==> src/rtl/mips_reg_writeback_if.sv <==
// Producer-side handshake bundle for mips_reg_writeback: ALU result path and load result path.
interface mips_reg_writeback_if;
  logic        alu_valid;
  logic        alu_ready;
  logic [4:0]  alu_dest;
  logic [31:0] alu_result;
  logic        mem_valid;
  logic        mem_ready;
  logic [4:0]  mem_dest;
  logic [31:0] mem_rdata;
  logic [1:0]  mem_byte_off;
  logic [1:0]  mem_size;
  logic        mem_signed;

  modport master (
    output alu_valid, alu_dest, alu_result,
    output mem_valid, mem_dest, mem_rdata, mem_byte_off, mem_size, mem_signed,
    input  alu_ready, mem_ready
  );

  modport slave (
    input  alu_valid, alu_dest, alu_result,
    input  mem_valid, mem_dest, mem_rdata, mem_byte_off, mem_size, mem_signed,
    output alu_ready, mem_ready
  );
endinterface

==> src/rtl/mips_reg_writeback.sv <==
// Register-file write driver: extends loads, queues results in a DEPTH-entry FIFO, retires one per cycle.
// Optional WB_BYPASS_EN adds two combinational forwarding lookups over the output register and FIFO.
module mips_reg_writeback #(
  parameter int DEPTH = 2
) (
  input  logic                   clk,
  input  logic                   rst,
  input  logic                   wb_stall,
  mips_reg_writeback_if.slave    bus,
  output logic                   RegWrite,
  output logic [4:0]             write_addr,
  output logic [31:0]            write_data,
  output logic                   load_misalign,
  output logic [$clog2(DEPTH):0] pending_cnt
`ifdef WB_BYPASS_EN
  ,
  input  logic [4:0]             byp_addr_1,
  input  logic [4:0]             byp_addr_2,
  output logic                   byp_hit_1,
  output logic                   byp_hit_2,
  output logic [31:0]            byp_data_1,
  output logic [31:0]            byp_data_2
`endif
);
  localparam int PW = $clog2(DEPTH);

  logic [4:0]    dest_q [DEPTH];
  logic [31:0]   data_q [DEPTH];
  logic [PW-1:0] wr_ptr, rd_ptr;
  logic          full, mem_fire, alu_fire, misalign, push, pop;
  logic [4:0]    push_dest;
  logic [31:0]   push_data, load_data;
  logic [7:0]    lane_b;
  logic [15:0]   lane_h;

  assign full          = (pending_cnt == (PW+1)'(DEPTH));
  assign bus.mem_ready = !full;
  assign bus.alu_ready = !full && !bus.mem_valid;
  assign mem_fire      = bus.mem_valid && !full;
  assign alu_fire      = bus.alu_valid && bus.alu_ready;
  // size 11 decodes as word through mem_size[1]
  assign misalign      = ((bus.mem_size == 2'b01) && bus.mem_byte_off[0]) ||
                         (bus.mem_size[1] && (bus.mem_byte_off != 2'b00));
  assign push          = (mem_fire && !misalign) || alu_fire;
  assign pop           = !wb_stall && (pending_cnt != '0);

  always_comb begin
    lane_b = bus.mem_rdata[{bus.mem_byte_off, 3'b000} +: 8];
    lane_h = bus.mem_byte_off[1] ? bus.mem_rdata[31:16] : bus.mem_rdata[15:0];
    case (bus.mem_size)
      2'b00:   load_data = {{24{bus.mem_signed & lane_b[7]}}, lane_b};
      2'b01:   load_data = {{16{bus.mem_signed & lane_h[15]}}, lane_h};
      default: load_data = bus.mem_rdata;
    endcase
    push_dest = mem_fire ? bus.mem_dest : bus.alu_dest;
    push_data = mem_fire ? load_data    : bus.alu_result;
  end

  always_ff @(posedge clk) begin
    if (push) begin
      dest_q[wr_ptr] <= push_dest;
      data_q[wr_ptr] <= push_data;
    end
  end

  always_ff @(posedge clk) begin
    if (rst) begin
      wr_ptr        <= '0;
      rd_ptr        <= '0;
      pending_cnt   <= '0;
      RegWrite      <= 1'b0;
      write_addr    <= '0;
      write_data    <= '0;
      load_misalign <= 1'b0;
    end else begin
      load_misalign <= mem_fire && misalign;
      RegWrite      <= pop && (dest_q[rd_ptr] != 5'd0);
      if (push) wr_ptr <= wr_ptr + PW'(1);
      if (pop) begin
        rd_ptr <= rd_ptr + PW'(1);
        // $zero entries consume the slot but leave the output registers untouched
        if (dest_q[rd_ptr] != 5'd0) begin
          write_addr <= dest_q[rd_ptr];
          write_data <= data_q[rd_ptr];
        end
      end
      case ({push, pop})
        2'b10:   pending_cnt <= pending_cnt + (PW+1)'(1);
        2'b01:   pending_cnt <= pending_cnt - (PW+1)'(1);
        default: pending_cnt <= pending_cnt;
      endcase
    end
  end

`ifdef WB_BYPASS_EN
  // Oldest FIFO entry checked first so younger matches and then the output register override it.
  function automatic logic [32:0] byp_lookup(input logic [4:0] a);
    logic [32:0]   r;
    logic [PW-1:0] idx;
    r = '0;
    for (int i = DEPTH-1; i >= 0; i--) begin
      idx = wr_ptr - PW'(i) - PW'(1);
      if (((PW+1)'(i) < pending_cnt) && (dest_q[idx] == a)) r = {1'b1, data_q[idx]};
    end
    if (RegWrite && (write_addr == a)) r = {1'b1, write_data};
    if (a == 5'd0) r = '0;
    return r;
  endfunction

  assign {byp_hit_1, byp_data_1} = byp_lookup(byp_addr_1);
  assign {byp_hit_2, byp_data_2} = byp_lookup(byp_addr_2);
`endif
endmodule

==> src/flat_wrapper.sv <==
// flat-port wrapper written by rule: the top's interface ports become plain ports
module mips_reg_writeback_flat 
#(
  parameter int DEPTH = 2
)
  (clk, rst, wb_stall, RegWrite, write_addr, write_data, load_misalign, pending_cnt, bus_alu_valid, bus_alu_dest, bus_alu_result, bus_mem_valid, bus_mem_dest, bus_mem_rdata, bus_mem_byte_off, bus_mem_size, bus_mem_signed, bus_alu_ready, bus_mem_ready);
  mips_reg_writeback_if bus_i ();
  input  logic clk;
  input  logic rst;
  input  logic wb_stall;
  output logic RegWrite;
  output logic [4:0] write_addr;
  output logic [31:0] write_data;
  output logic load_misalign;
  output logic [$clog2(DEPTH):0] pending_cnt;
  input wire logic [$bits(bus_i.alu_valid)-1:0] bus_alu_valid;
  input wire logic [$bits(bus_i.alu_dest)-1:0] bus_alu_dest;
  input wire logic [$bits(bus_i.alu_result)-1:0] bus_alu_result;
  input wire logic [$bits(bus_i.mem_valid)-1:0] bus_mem_valid;
  input wire logic [$bits(bus_i.mem_dest)-1:0] bus_mem_dest;
  input wire logic [$bits(bus_i.mem_rdata)-1:0] bus_mem_rdata;
  input wire logic [$bits(bus_i.mem_byte_off)-1:0] bus_mem_byte_off;
  input wire logic [$bits(bus_i.mem_size)-1:0] bus_mem_size;
  input wire logic [$bits(bus_i.mem_signed)-1:0] bus_mem_signed;
  output wire logic [$bits(bus_i.alu_ready)-1:0] bus_alu_ready;
  output wire logic [$bits(bus_i.mem_ready)-1:0] bus_mem_ready;
  assign bus_i.alu_valid = bus_alu_valid;
  assign bus_i.alu_dest = bus_alu_dest;
  assign bus_i.alu_result = bus_alu_result;
  assign bus_i.mem_valid = bus_mem_valid;
  assign bus_i.mem_dest = bus_mem_dest;
  assign bus_i.mem_rdata = bus_mem_rdata;
  assign bus_i.mem_byte_off = bus_mem_byte_off;
  assign bus_i.mem_size = bus_mem_size;
  assign bus_i.mem_signed = bus_mem_signed;
  assign bus_alu_ready = bus_i.alu_ready;
  assign bus_mem_ready = bus_i.mem_ready;
  mips_reg_writeback #(.DEPTH(DEPTH)) u_core (.clk(clk), .rst(rst), .wb_stall(wb_stall), .bus(bus_i), .RegWrite(RegWrite), .write_addr(write_addr), .write_data(write_data), .load_misalign(load_misalign), .pending_cnt(pending_cnt));
endmodule
==> config.mk <==
export PLATFORM = sky130hd
export DESIGN_NAME = mips_reg_writeback_flat
export DESIGN_NICKNAME = d
export VERILOG_FILES = /design/src/rtl/mips_reg_writeback_if.sv /design/src/rtl/mips_reg_writeback.sv /design/src/flat_wrapper.sv
export SDC_FILE = /design/constraint.sdc
export NUM_CORES = 1
export LEC_CHECK = 0
export ABC_AREA = 0
export CORE_UTILIZATION = 53
export CTS_CLUSTER_SIZE = 28
export DETAILED_ROUTE_END_ITERATION = 12
export GPL_ROUTABILITY_DRIVEN = 0
export PLACE_DENSITY = 0.94
export SLEW_MARGIN = 10
export SYNTH_ARGS = -nofsm -noshare
export SYNTH_HDL_FRONTEND = slang
export SYNTH_SLANG_ARGS = --single-unit
==> constraint.sdc <==
create_clock -name clk -period 4.9 [get_ports clk]
set_input_delay 0.98 -clock clk [delete_from_list [all_inputs] [get_ports clk]]
set_output_delay 0.98 -clock clk [all_outputs]
set_load 0.02 [all_outputs]
After elaboration in Yosys (flattened, before gate mapping)
Memories as Yosys holds them, arrays and structs flattened. A register that Yosys moved wholly into a read port is not among the register bits.
Index checks and enable logic that the tools add are counted.

storage, ports and cells
  bits of input ports = 84
  memories = 2
  register bits after elaboration = 11
  logic and storage cells = 49
  output and inout port bits = 43
  RAM bits = 74

memories
  memory         depth  width  read ports  clocked after Yosys merged registers in  wr ports  RTL line                  text
  u_core.data_q  2      32     1           1                                        1         mips_reg_writeback.sv:28  logic [31:0] data_q [DEPTH];
  u_core.dest_q  2      5      1           1                                        1         mips_reg_writeback.sv:27  logic [4:0] dest_q [DEPTH];

operators by class
  muxes and demuxes = 9
  bitwise operators = 2
  reduce and logical (&&, ||, !) cells = 21
  shifts and indexed selects = 1
  eq/ne operators = 4
  $add $sub $neg = 4

operators by type and width
  cell                   count
  $pmux W32 S2           1
  $mux W32               1
  $shiftx A32 B6 Y8      1
  $mux W16               1
  $logic_and A1 B1 Y1    9
  $reduce_bool A2 Y1     3
  $mux W5                1
  $reduce_bool A5 Y1     1
  $eq A2 B1 Y1 const B   2
  $eq A2 B2 Y1 const B   2
  $logic_not A1 Y1       4
  $mux W1                4
  $pmux W2 S2            1
  $add A1 B1 Y1 const B  2
  $add A2 B1 Y2 const B  1
  $and A1 B1 Y1          2
  $logic_not A2 Y1       1
  $logic_or A1 B1 Y1     2
  $reduce_and A2 Y1      1
  $sub A2 B1 Y2 const B  1

Logic depth before layout (Yosys ltp)
Gate-level depths: netlist (run 1).

  word-level depth = 8
  gate-level depth with buffers = 7
  depth with buffers taken out = 6

Worst setup path before layout (run 1)
Ideal clock, no wire load.

  path type = input to register
  from = in bus_mem_size[1]
  to = mem u_core.data_q[0][0], enable pin
  required time = 4,469 ps
  setup slack = 1,328 ps
  library setup time = 431 ps
  path buffers = 1
  stages on the path = 4
  data arrival time = 3,140 ps
  cells stage by stage = clkbuf_1 > a21oi_1 > o221ai_1 > nor2_1

on the way
  longest elaborated chain between the ends = 8
  elaborated cells on any way between the ends = 9
  classes of those cells = eq/ne (1); mux (2); reduce/logical (6)

ends and longest elaborated chain
  element                            RTL line                  text
  start: declaration                 flat_wrapper.sv:23        input wire logic [$bits(bus_i.mem_size)-1:0] bus_mem_size;
  $eq A2 B1 Y1                       mips_reg_writeback.sv:42  assign misalign = ((bus.mem_size == 2'b01) && bus.mem_byte_off[0]) ||
  $logic_and A1 B1 Y1                mips_reg_writeback.sv:42
  $logic_or A1 B1 Y1 (*)             mips_reg_writeback.sv:42
  $logic_not A1 Y1 (*)               mips_reg_writeback.sv:44  assign push = (mem_fire && !misalign) || alu_fire;
  $logic_and A1 B1 Y1 (*)            mips_reg_writeback.sv:44
  $logic_or A1 B1 Y1 (*)             mips_reg_writeback.sv:44
  $mux W1 (*)                        mips_reg_writeback.sv:60  if (push) begin
  $mux W1 (implied by the code) (*)  mips_reg_writeback.sv:62  data_q[wr_ptr] <= push_data;
  end: declaration                   mips_reg_writeback.sv:28

Every way passes the cells marked *; elsewhere a longest branch is shown, timed or not.

Final worst setup path (run 1)
  from = in bus_mem_size[0]
  to = mem u_core.data_q[1][24], enable pin

on the way
  longest elaborated chain between the ends = 8

ends and longest elaborated chain
  element                        RTL line
  $eq A2 B1 Y1                   mips_reg_writeback.sv:42
  $logic_and A1 B1 Y1            mips_reg_writeback.sv:42
  $logic_or A1 B1 Y1             mips_reg_writeback.sv:42
  $logic_not A1 Y1               mips_reg_writeback.sv:44
  $logic_and A1 B1 Y1            mips_reg_writeback.sv:44
  $logic_or A1 B1 Y1             mips_reg_writeback.sv:44
  $mux W1                        mips_reg_writeback.sv:60
  $mux W1 (implied by the code)  mips_reg_writeback.sv:62

Every way passes these cells.

==> results.py, run 1 <==
metrics = {
    "flow_run": {
        "max_cap_viol_count": 0,
    },
    "logic_synthesis": {
        "synth-async-reset-ratio_pct": 0,
        "yosys-top-cells-area": "edfxtp_1 (43%), dfxtp_1 (17%), mux2i_1 (7.7%)",
        "synth_nets": 500,
        "ys_top_cells_by_count": "edfxtp_1 (74), nand2_1 (45), dfxtp_1 (44), mux2i_1 (40), nand3_1 (32)",
        "synth_most_common_cell": "edfxtp_1",
        "synth_top_area_share_pct": 42.64,
        "yosysUniqueCellTypes": 40,
        "yosysSeqAreaShare_pct": 59.54,
        "syn_avg_cell_area_um2": 12.56,
        "synth_cells": 415,
        "postSynthRegisterBits": 118,
        "yosysTopAreaCell": "edfxtp_1",
        "ys.flop_type": "edfxtp_1",
        "ys_warn_count": 0,
        "synth-edff-count": 74,
        "netlist_area_um2": 5211,
    },
    "final_layout": {
        "fin_area_um2": 7079,
        "fin_cells": 677,
        "nFillCells": 589,
        "antenna_cells": 0,
        "syn_to_final_growth_pct": 35.85,
        "drive_gt1_share_pct": 12.41,
        "nets": 620,
    },
    "power_and_ir_drop": {
        "fin_total_pwr_w": 0.003734,
        "irDropWorstVdd_v": 0.0003155,
        "p_leak_nw": 2.485,
        "power.density_nw_per_um2": 527.4,
    },
    "outcome": {
        "status": "finished clean",
    },
    "worst_hold_path": {
        "hold_class": "reg -> reg",
        "min_to": "u_core.write_data[4]",
        "hp-start": "u_core.write_data[4]",
        "whs_path_depth": 1,
    },
    "setup_path": {
        "critical_path_arrival_ns": 3.38,
        "crit_required_ns": 5.03,
        "path_max_fanout": 37,
        "start_kind": "input pin",
        "regToRegSetupSlack_ns": 2.35,
        "worst-setup-path-type": "in -> reg",
        "r2r_cells": 4,
        "r2r_end": "u_core.write_addr[1]",
        "critPathCaptureType": "flip-flop",
    },
    "routing": {
        "wl_um": 15570,
        "via_per_inst": 6.229,
        "vias": 4217,
        "firstDrtPassIters": 5,
        "ant_nets": 0,
        "wl_per_cell_um": 23.00,
        "dr.first_iter.drc_count": 290,
        "drc": 0,
    },
    "clocking": {
        "clockRootBuffer": "clkbuf_8",
        "cts_resized": 0,
        "cts_max_path_buffers": 2,
        "clock_latency_ns": 0.53,
        "cts_tree": "built",
        "clk_pin_slew_ns": 0.06,
        "cts-buffers-inserted": 17,
        "clock_sinks": 118,
        "ctsHtreeMaxLevel": 4,
        "post-cts-setup-buffers": 0,
        "cts_hold_buf": 0,
    },
    "timing": {
        "finalCritPeriodShare_pct": 66.32,
        "maxSlewHeadroom_pct": 20.72,
        "rsz0062_at_grt": "no",
        "hold_viol": 0,
        "setup-tns-final_ns": 0,
        "finalSetupViolations": 0,
        "max_freq_mhz": 307.7,
        "finalMaxSlewViolations": 0,
        "period_needed_ns": 3.249,
        "clock_skew_ns": 0.01176,
        "setup_slack_ns": 1.651,
        "worst_pin_slew_ns": 1.186,
    },
    "floorplanning": {
        "die_x_um": 101.2,
        "start_util_pct": 55.61,
        "core_um2": 9371,
        "fp.dieArea_um2": 10230,
        "rows": 35,
        "pin_count": 127,
        "fp.dieH_um": 101.2,
    },
    "global_route": {
        "grt_max_degree": 38,
        "grt_pass1_wl_um": 22830,
        "grt_remaining_overflow": 0,
        "grt_usage_pct": 31.40,
        "grt_pass1_vias": 4241,
        "antenna_found_initial": 0,
    },
    "placed_design": {
        "place_area_um2": 6531,
        "portBuffers": 126,
        "dp_cells": 645,
        "dpl_worst_slack_ns": 1.207,
        "post-dp-hpwl_um": 9675,
    },
}
[layout make-up]
type / instances / area [um^2] / share of cell area, %
sequential: 118 / 3104 / 43.85
multi-input combinational: 264 / 1962 / 27.71
timing repair buffer: 130 / 1291 / 18.24
clock buffer: 18 / 417.9 / 5.903
tap: 129 / 161.4 / 2.280
clock inverter: 14 / 127.6 / 1.803
inverter: 4 / 15.01 / 0.2121
[worst max-delay path, cell delays in order]
cell             delay (ns)
clkdlybuf4s50_1        0.68
a21oi_1                0.34
o221ai_1               0.36
nor2_4                 1.00
[layer usage]
| layer | global-route usage (%) | wire length (um) | vias to the layer above |
|---|---|---|---|
| li1 | - | - | 1811 |
| met1 | 34.13 | 5315 | 2032 |
| met2 | 57.20 | 8334 | 315 |
| met3 | 6.901 | 1284 | 59 |
| met4 | 16.72 | 634 | 0 |
| met5 | 0 | 0 | - |
[how the worst max path moves through the flow]
stage / end / cells after the start / slack [ns] / start
2_1_floorplan: u_core.data_q[0][0] / 4 / 1.33 / bus_mem_size[1]
4_1_cts: bus_alu_ready / 3 / 1.68 / bus_mem_valid
6_report: u_core.data_q[1][24] / 4 / 1.65 / bus_mem_size[0]
5_1_grt: u_core.data_q[0][3] / 5 / 1.53 / bus_mem_size[0]
3_5_place_dp: u_core.data_q[1][24] / 4 / 1.21 / bus_mem_size[0]
3_3_place_gp: u_core.data_q[1][25] / 4 / 1.38 / bus_mem_size[0]
[metrics by stage]
stage	hold slack [ns]	utilization (%)
6_report	0.4621	75.54
5_1_grt	0.4752	75.54
4_1_cts	0.4661	75.51
3_5_place_dp	0.4487	69.69
3_3_place_gp	0.4427	69.69
2_1_floorplan	0.4985	-
[cells in the final DEF (no fill, tap or decap), drive strengths merged, types with 2 or more instances in the layout]
cell and n:
o2bb2ai 31, mux2i 40, mux2 12, mux4 8, clkbuf 18, a221oi 2, nor3 2, a22o 2
buf 4, nand2 45, xor2 2, nor2 28, a311oi 2, clkinv 6, nor3b 9, nor2b 3
clkdlybuf4s50 126, clkinvlp 3, inv 8, dfxtp 44, nand3 32, o221ai 2, nand2b 2, o21ai 5
xnor2 2, edfxtp 74, a21oi 18, a211oi 7
[power by group]
part	total (W)	internal, W	switching, W	leakage [nW]
registers	0.00156	0.00137	0.000184	1.06
logic	0.00103	0.000449	0.000582	1.17
clock network	0.00114	0.000676	0.000469	0.260
[cell families after synthesis]
| kind of cell | count (synthesis) | share of synthesized area, % |
|---|---|---|
| buffers and inverters | 33 | 3.145 |
| multiplexers | 60 | 13.73 |
| AO/OA/AOI/OAI | 72 | 11.24 |
| flip-flops | 118 | 59.54 |
| AND/OR/NAND/NOR | 127 | 11.43 |
| adder cells (fa/ha/maj) | 1 | 0.2401 |
| XOR/XNOR | 4 | 0.6724 |
[registers in the layout (all words and copies together), names as in the netlist, named ones only]
| signal | cells |
|---|---|
| u_core.rd_ptr | 1 |
| u_core.RegWrite | 1 |
| u_core.pending_cnt | 2 |
| u_core.write_data | 32 |
| u_core.dest_q | 10 |
| u_core.data_q | 64 |
| u_core.load_misalign | 1 |
| u_core.wr_ptr | 1 |
| u_core.write_addr | 5 |
No activity file was read; power rests on OpenSTA's default activity.
==> run 2: changes to the inputs <==
CORE_UTILIZATION = 50   (was 53)
PLACE_DENSITY = 0.9   (was 0.94)
clock period = 3.35 ns   (was 4.9 ns; I/O delays follow)
==> run 2 against run 1 <==
  * Critical path depth down 1
  * Sequential share of layout area down 0.84 points
  * First-iteration DRC count up 69%
  * Largest power group unchanged
==> results.py, run 2 (synthesized netlist as in run 1, its figures left out) <==
metrics = {
    "outcome": {
        "status": "finished clean",
    },
    "placed_design": {
        "post-dp-hpwl_um": 9371,
        "dpl_worst_slack_ns": 0.4838,
        "dp_cells": 659,
        "portBuffers": 126,
    },
    "timing": {
        "max_freq_mhz": 376.8,
        "maxSlewHeadroom_pct": 27.32,
        "setup-tns-final_ns": 0,
        "finalCritPeriodShare_pct": 79.21,
        "worst_pin_slew_ns": 1.090,
        "rsz0062_at_grt": "no",
        "period_needed_ns": 2.654,
        "setup_slack_ns": 0.6963,
        "finalSetupViolations": 0,
        "clock_skew_ns": 0.008470,
        "finalMaxSlewViolations": 0,
        "hold_viol": 0,
    },
    "setup_path": {
        "critical_path_arrival_ns": 1.98,
        "slowest_delay_ns": 0.61,
        "critPathTopFamily": "buffers and inverters",
        "crit_required_ns": 2.68,
        "r2r_end": "u_core.write_addr[2]",
        "worst-setup-path-type": "reg -> out",
        "path_buf_inv": 1,
        "crit_chain": "nand2b_1 -> nor2b_1 -> clkdlybuf4s50_1",
        "cp_num_cells": 3,
        "critPathCaptureType": "output port",
        "r2r_cells": 5,
        "start_kind": "flip-flop",
        "regToRegSetupSlack_ns": 1.04,
        "path_max_fanout": 6,
        "slowest_stage": "clkdlybuf4s50_1",
    },
    "power_and_ir_drop": {
        "p_leak_nw": 2.558,
        "switching_share_pct": 32.05,
        "power.density_nw_per_um2": 771.1,
        "irDropWorstVdd_v": 0.0004880,
        "pwr-share-clk_pct": 31.7,
        "seq_power_share_pct": 40.5,
        "fin_total_pwr_w": 0.005566,
        "intPower_w": 0.003782,
        "combPwrFrac_pct": 27.8,
        "p_sw_w": 0.001784,
    },
    "global_route": {
        "grt_remaining_overflow": 0,
        "antenna_found_initial": 0,
        "grt_pass1_vias": 4262,
        "grt_pass1_wl_um": 22940,
        "grt_max_degree": 46,
        "grt_usage_pct": 28.22,
    },
    "clocking": {
        "cts_max_path_buffers": 2,
        "clock_sinks": 118,
        "clockRootBuffer": "clkbuf_8",
        "post-cts-setup-buffers": 0,
        "clock_latency_ns": 0.52,
        "clk_pin_slew_ns": 0.06,
        "ctsHtreeMaxLevel": 4,
        "cts_resized": 0,
        "cts_hold_buf": 0,
        "cts_tree": "built",
        "cts-buffers-inserted": 17,
    },
    "final_layout": {
        "antenna_cells": 0,
        "multi_input_area_um2": 1959,
        "nFillCells": 625,
        "nets": 630,
        "final_cell_mix": "clkdlybuf4s50_1 (126), edfxtp_1 (74), nand2_1 (45)",
        "syn_to_final_growth_pct": 38.51,
        "top_register": "u_core.data_q",
        "final_common_cell": "clkdlybuf4s50_1",
        "drive_gt1_share_pct": 13.80,
        "largest_register_ffs": 64,
        "fin_cells": 691,
        "largestRegisters": "u_core.data_q (64), u_core.write_data (32), u_core.dest_q (10)",
        "register_area_um2": 3104,
    },
    "routing": {
        "via_per_inst": 6.019,
        "ant_nets": 0,
        "dr.first_iter.drc_count": 490,
        "vias": 4159,
        "firstDrtPassIters": 5,
        "drc": 0,
        "wl_um": 14780,
        "wl_per_cell_um": 21.40,
    },
    "floorplanning": {
        "start_util_pct": 52.35,
        "core_um2": 9955,
        "fp.dieH_um": 104.1,
        "fp.dieArea_um2": 10830,
        "die_x_um": 104.1,
        "pin_count": 127,
        "rows": 36,
    },
    "worst_hold_path": {
        "hp-start": "u_core.write_data[2]",
        "min_to": "u_core.write_data[2]",
        "whs_path_depth": 1,
        "hold_class": "reg -> reg",
    },
    "flow_run": {
        "max_cap_viol_count": 0,
    },
}
==> run 2: cell type report <==
type	count	share of cell area, %
clock buffers	19	6.431
inverters	4	0.2080
flip-flops and latches	118	43.01
multi-input cells	264	27.15
well taps	133	2.305
repair buffers	140	19.28
clock inverters	13	1.629
==> run 2: how the worst max path moves through the flow <==
stage / start / slack, ns / endpoint
6_report: u_core.pending_cnt[0] / 0.70 / bus_alu_ready
2_1_floorplan: bus_mem_size[1] / 0.09 / u_core.data_q[0][0]
4_1_cts: u_core.pending_cnt[0] / 0.69 / bus_alu_ready
5_1_grt: u_core.pending_cnt[0] / 0.61 / bus_alu_ready
3_5_place_dp: bus_mem_byte_off[1] / 0.48 / u_core.data_q[1][14]
3_3_place_gp: bus_mem_byte_off[1] / 0.53 / u_core.data_q[0][15]
==> run 2: layer usage <==
metal | GRT usage, % | wire length, um
met1 | 33.79 | 5452
met2 | 48.43 | 7578
met3 | 5.201 | 1186
met4 | 14.80 | 567
met5 | 0 | 0
==> run 2: stage by stage <==
stage	hold slack [ns]	utilization, %	instance area, um^2
3_3_place_gp	0.4435	66.67	6636
6_report	0.4605	72.51	7218
4_1_cts	0.4633	72.51	7218
2_1_floorplan	0.4985	-	5211
3_5_place_dp	0.4461	66.67	6636
5_1_grt	0.4825	72.51	7218
==> run 2: power by group through the flow <==
stage                     sequential (W)  clock, W  combinational (W)
after floorplan                  0.00230         0           0.000819
after global placement           0.00225         0            0.00145
after detailed placement         0.00226         0            0.00150
after CTS                        0.00225   0.00177            0.00154
after global routing             0.00229   0.00183            0.00164
final                            0.00226   0.00176            0.00155
==> run 3: changes to the inputs <==
CORE_UTILIZATION = 45   (was 50)
PLACE_DENSITY = 0.86   (was 0.9)
clock period = 2.4 ns   (was 3.35 ns; I/O delays follow)
==> run 3 against run 2 <==
  * Final cell count increased by 3.2%
  * Critical path type unchanged
  * Global-route usage decreased by 0.58 points
  * Sequential power increased by 35%
  * Final area increased by 2.7%
  * Via count increased by 1.7%
  * Power increased by 43%
  * Clock power increased by 41%
  * Wire length increased by 4.7%
  * Clock skew increased by 0.0049 ns
  * Combinational power increased by 57%
  * Critical path depth decreased by 1
  * First-iteration DRC count decreased by 16%
  * Critical endpoint is now bus_mem_ready
==> results.py, run 3 (synthesized netlist as in run 1, its figures left out) <==
metrics = {
    "setup_path": {
        "start_kind": "flip-flop",
        "slowest_stage": "clkdlybuf4s50_1",
        "worstSetupStartpoint": "u_core.pending_cnt[0]",
        "path_buf_inv": 1,
        "slowest_delay_ns": 0.62,
        "critPathTopFamily": "buffers and inverters",
        "worst-setup-path-type": "reg -> out",
        "crit_chain": "nand2b_2 -> clkdlybuf4s50_1",
        "crit_required_ns": 1.92,
        "critPathCaptureType": "output port",
        "path_max_fanout": 6,
        "critical_path_arrival_ns": 1.67,
    },
    "timing": {
        "finalCritPeriodShare_pct": 89.69,
        "period_needed_ns": 2.153,
        "clock_skew_ns": 0.01340,
        "finalMaxSlewViolations": 0,
        "finalSetupViolations": 0,
        "fin_hold_ws_ns": 0.4649,
        "worst_pin_slew_ns": 0.4453,
        "max_freq_mhz": 464.6,
        "hold_viol": 0,
        "rsz0062_at_grt": "no",
        "setup-tns-final_ns": 0,
        "maxSlewHeadroom_pct": 70.31,
    },
    "final_layout": {
        "nFillCells": 790,
        "register_area_um2": 3104,
        "final_common_cell": "clkdlybuf4s50_1",
        "multi_input_area_um2": 1962,
        "nets": 645,
        "syn_to_final_growth_pct": 42.26,
        "antenna_cells": 0,
        "largestRegisters": "u_core.data_q (64), u_core.write_data (32), u_core.dest_q (10)",
        "top_register": "u_core.data_q",
        "largest_register_ffs": 64,
        "fin_area_um2": 7413,
        "final_cell_mix": "clkdlybuf4s50_1 (125), edfxtp_1 (74), nand2_1 (45)",
        "final_util_pct": 66.92,
        "drive_gt1_share_pct": 16.23,
    },
    "floorplanning": {
        "fp.dieH_um": 109.6,
        "die_x_um": 109.6,
        "core_um2": 11080,
        "start_util_pct": 47.04,
        "fp.dieArea_um2": 12010,
        "pin_count": 127,
        "rows": 38,
    },
    "power_and_ir_drop": {
        "p_sw_w": 0.002501,
        "fin_total_pwr_w": 0.007969,
        "power.density_nw_per_um2": 1075,
        "p_leak_nw": 2.670,
        "switching_share_pct": 31.38,
        "intPower_w": 0.005469,
        "pwr-share-clk_pct": 31.1,
        "seq_power_share_pct": 38.3,
        "combPwrFrac_pct": 30.6,
        "irDropWorstVdd_v": 0.0006940,
    },
    "worst_hold_path": {
        "hold_class": "reg -> reg",
        "hp-start": "u_core.write_data[16]",
    },
    "outcome": {
        "status": "finished clean",
    },
    "clocking": {
        "clockRootBuffer": "clkbuf_16",
        "cts-buffers-inserted": 17,
        "clk_pin_slew_ns": 0.06,
        "cts_hold_buf": 0,
        "cts_tree": "built",
        "ctsHtreeMaxLevel": 4,
        "clock_sinks": 118,
        "clock_latency_ns": 0.41,
        "cts_max_path_buffers": 2,
    },
    "global_route": {
        "grt_usage_pct": 27.65,
        "grt_pass1_vias": 4407,
        "grt_remaining_overflow": 0,
        "grt_pass1_wl_um": 24030,
        "grt_max_degree": 46,
        "antenna_found_initial": 0,
    },
    "placed_design": {
        "portBuffers": 126,
        "post-dp-hpwl_um": 10320,
        "place_area_um2": 6820,
    },
    "flow_run": {
        "max_cap_viol_count": 0,
    },
    "routing": {
        "wl_um": 15480,
        "dr.first_iter.drc_count": 413,
        "wl_per_cell_um": 21.71,
        "ant_nets": 0,
        "via_per_inst": 5.933,
        "drc": 0,
        "vias": 4230,
        "firstDrtPassIters": 5,
    },
}
[run 3: through the flow]
| stage | worst slack (ns) | std cells |
|---|---|---|
| floorplan | -0.1764 | 415 |
| global placement | 0.03850 | 681 |
| detailed placement | -0.02299 | 681 |
| global route | 0.1589 | 713 |
| CTS | 0.04779 | 713 |
| finish | 0.2475 | 713 |
[run 3: path summary, 6_finish.rpt]
check,end,slack (ns),cells after the start
setup / recovery,bus_mem_ready,0.25,2
hold / removal,u_core.write_data[16],0.46,1
setup reg to reg,u_core.write_data[18],0.35,5
hold reg to reg,u_core.write_data[16],0.46,1
[run 3: worst register-to-register path: stages, from the launching register on]
cell and delay (ns):
dfxtp_1 0.56, or4b_4 0.54, a2bb2o_4 0.26, a21oi_4 0.19
buf_4 0.25, o2bb2ai_1 0.17
[run 3: timing repair]
action                     in CTS  in global routing
setup endpoints to repair       0                  1
buffers inserted                0                  0
gates resized for setup         0                  2
[run 3: layer usage]
layer  routed length (um)  vias to the layer above  GRT usage [%]
met4                  570                        0          14.29
met5                    0                        -              0
met3                 1333                       47          6.698
met2                 7766                      278          45.69
met1                 5809                     2045          33.63
li1                     -                     1860              -
[run 3: power groups by stage]
stage / combinational (W) / clock [W] / sequential [W]
floorplan: 0.00115 / 0 / 0.00320
global placement: 0.00229 / 0 / 0.00303
detailed placement: 0.00237 / 0 / 0.00306
CTS: 0.00243 / 0.00249 / 0.00305
global route: 0.00259 / 0.00258 / 0.00310
finish: 0.00244 / 0.00248 / 0.00305
[run 3: area by class of cell]
cell class	count	area share, %
flip-flops and latches	118	41.87
multi-input cells	264	26.46
repair buffers	155	21.16
clock buffers	22	6.700
well taps	140	2.363
clock inverters	10	1.232
inverters	4	0.2025
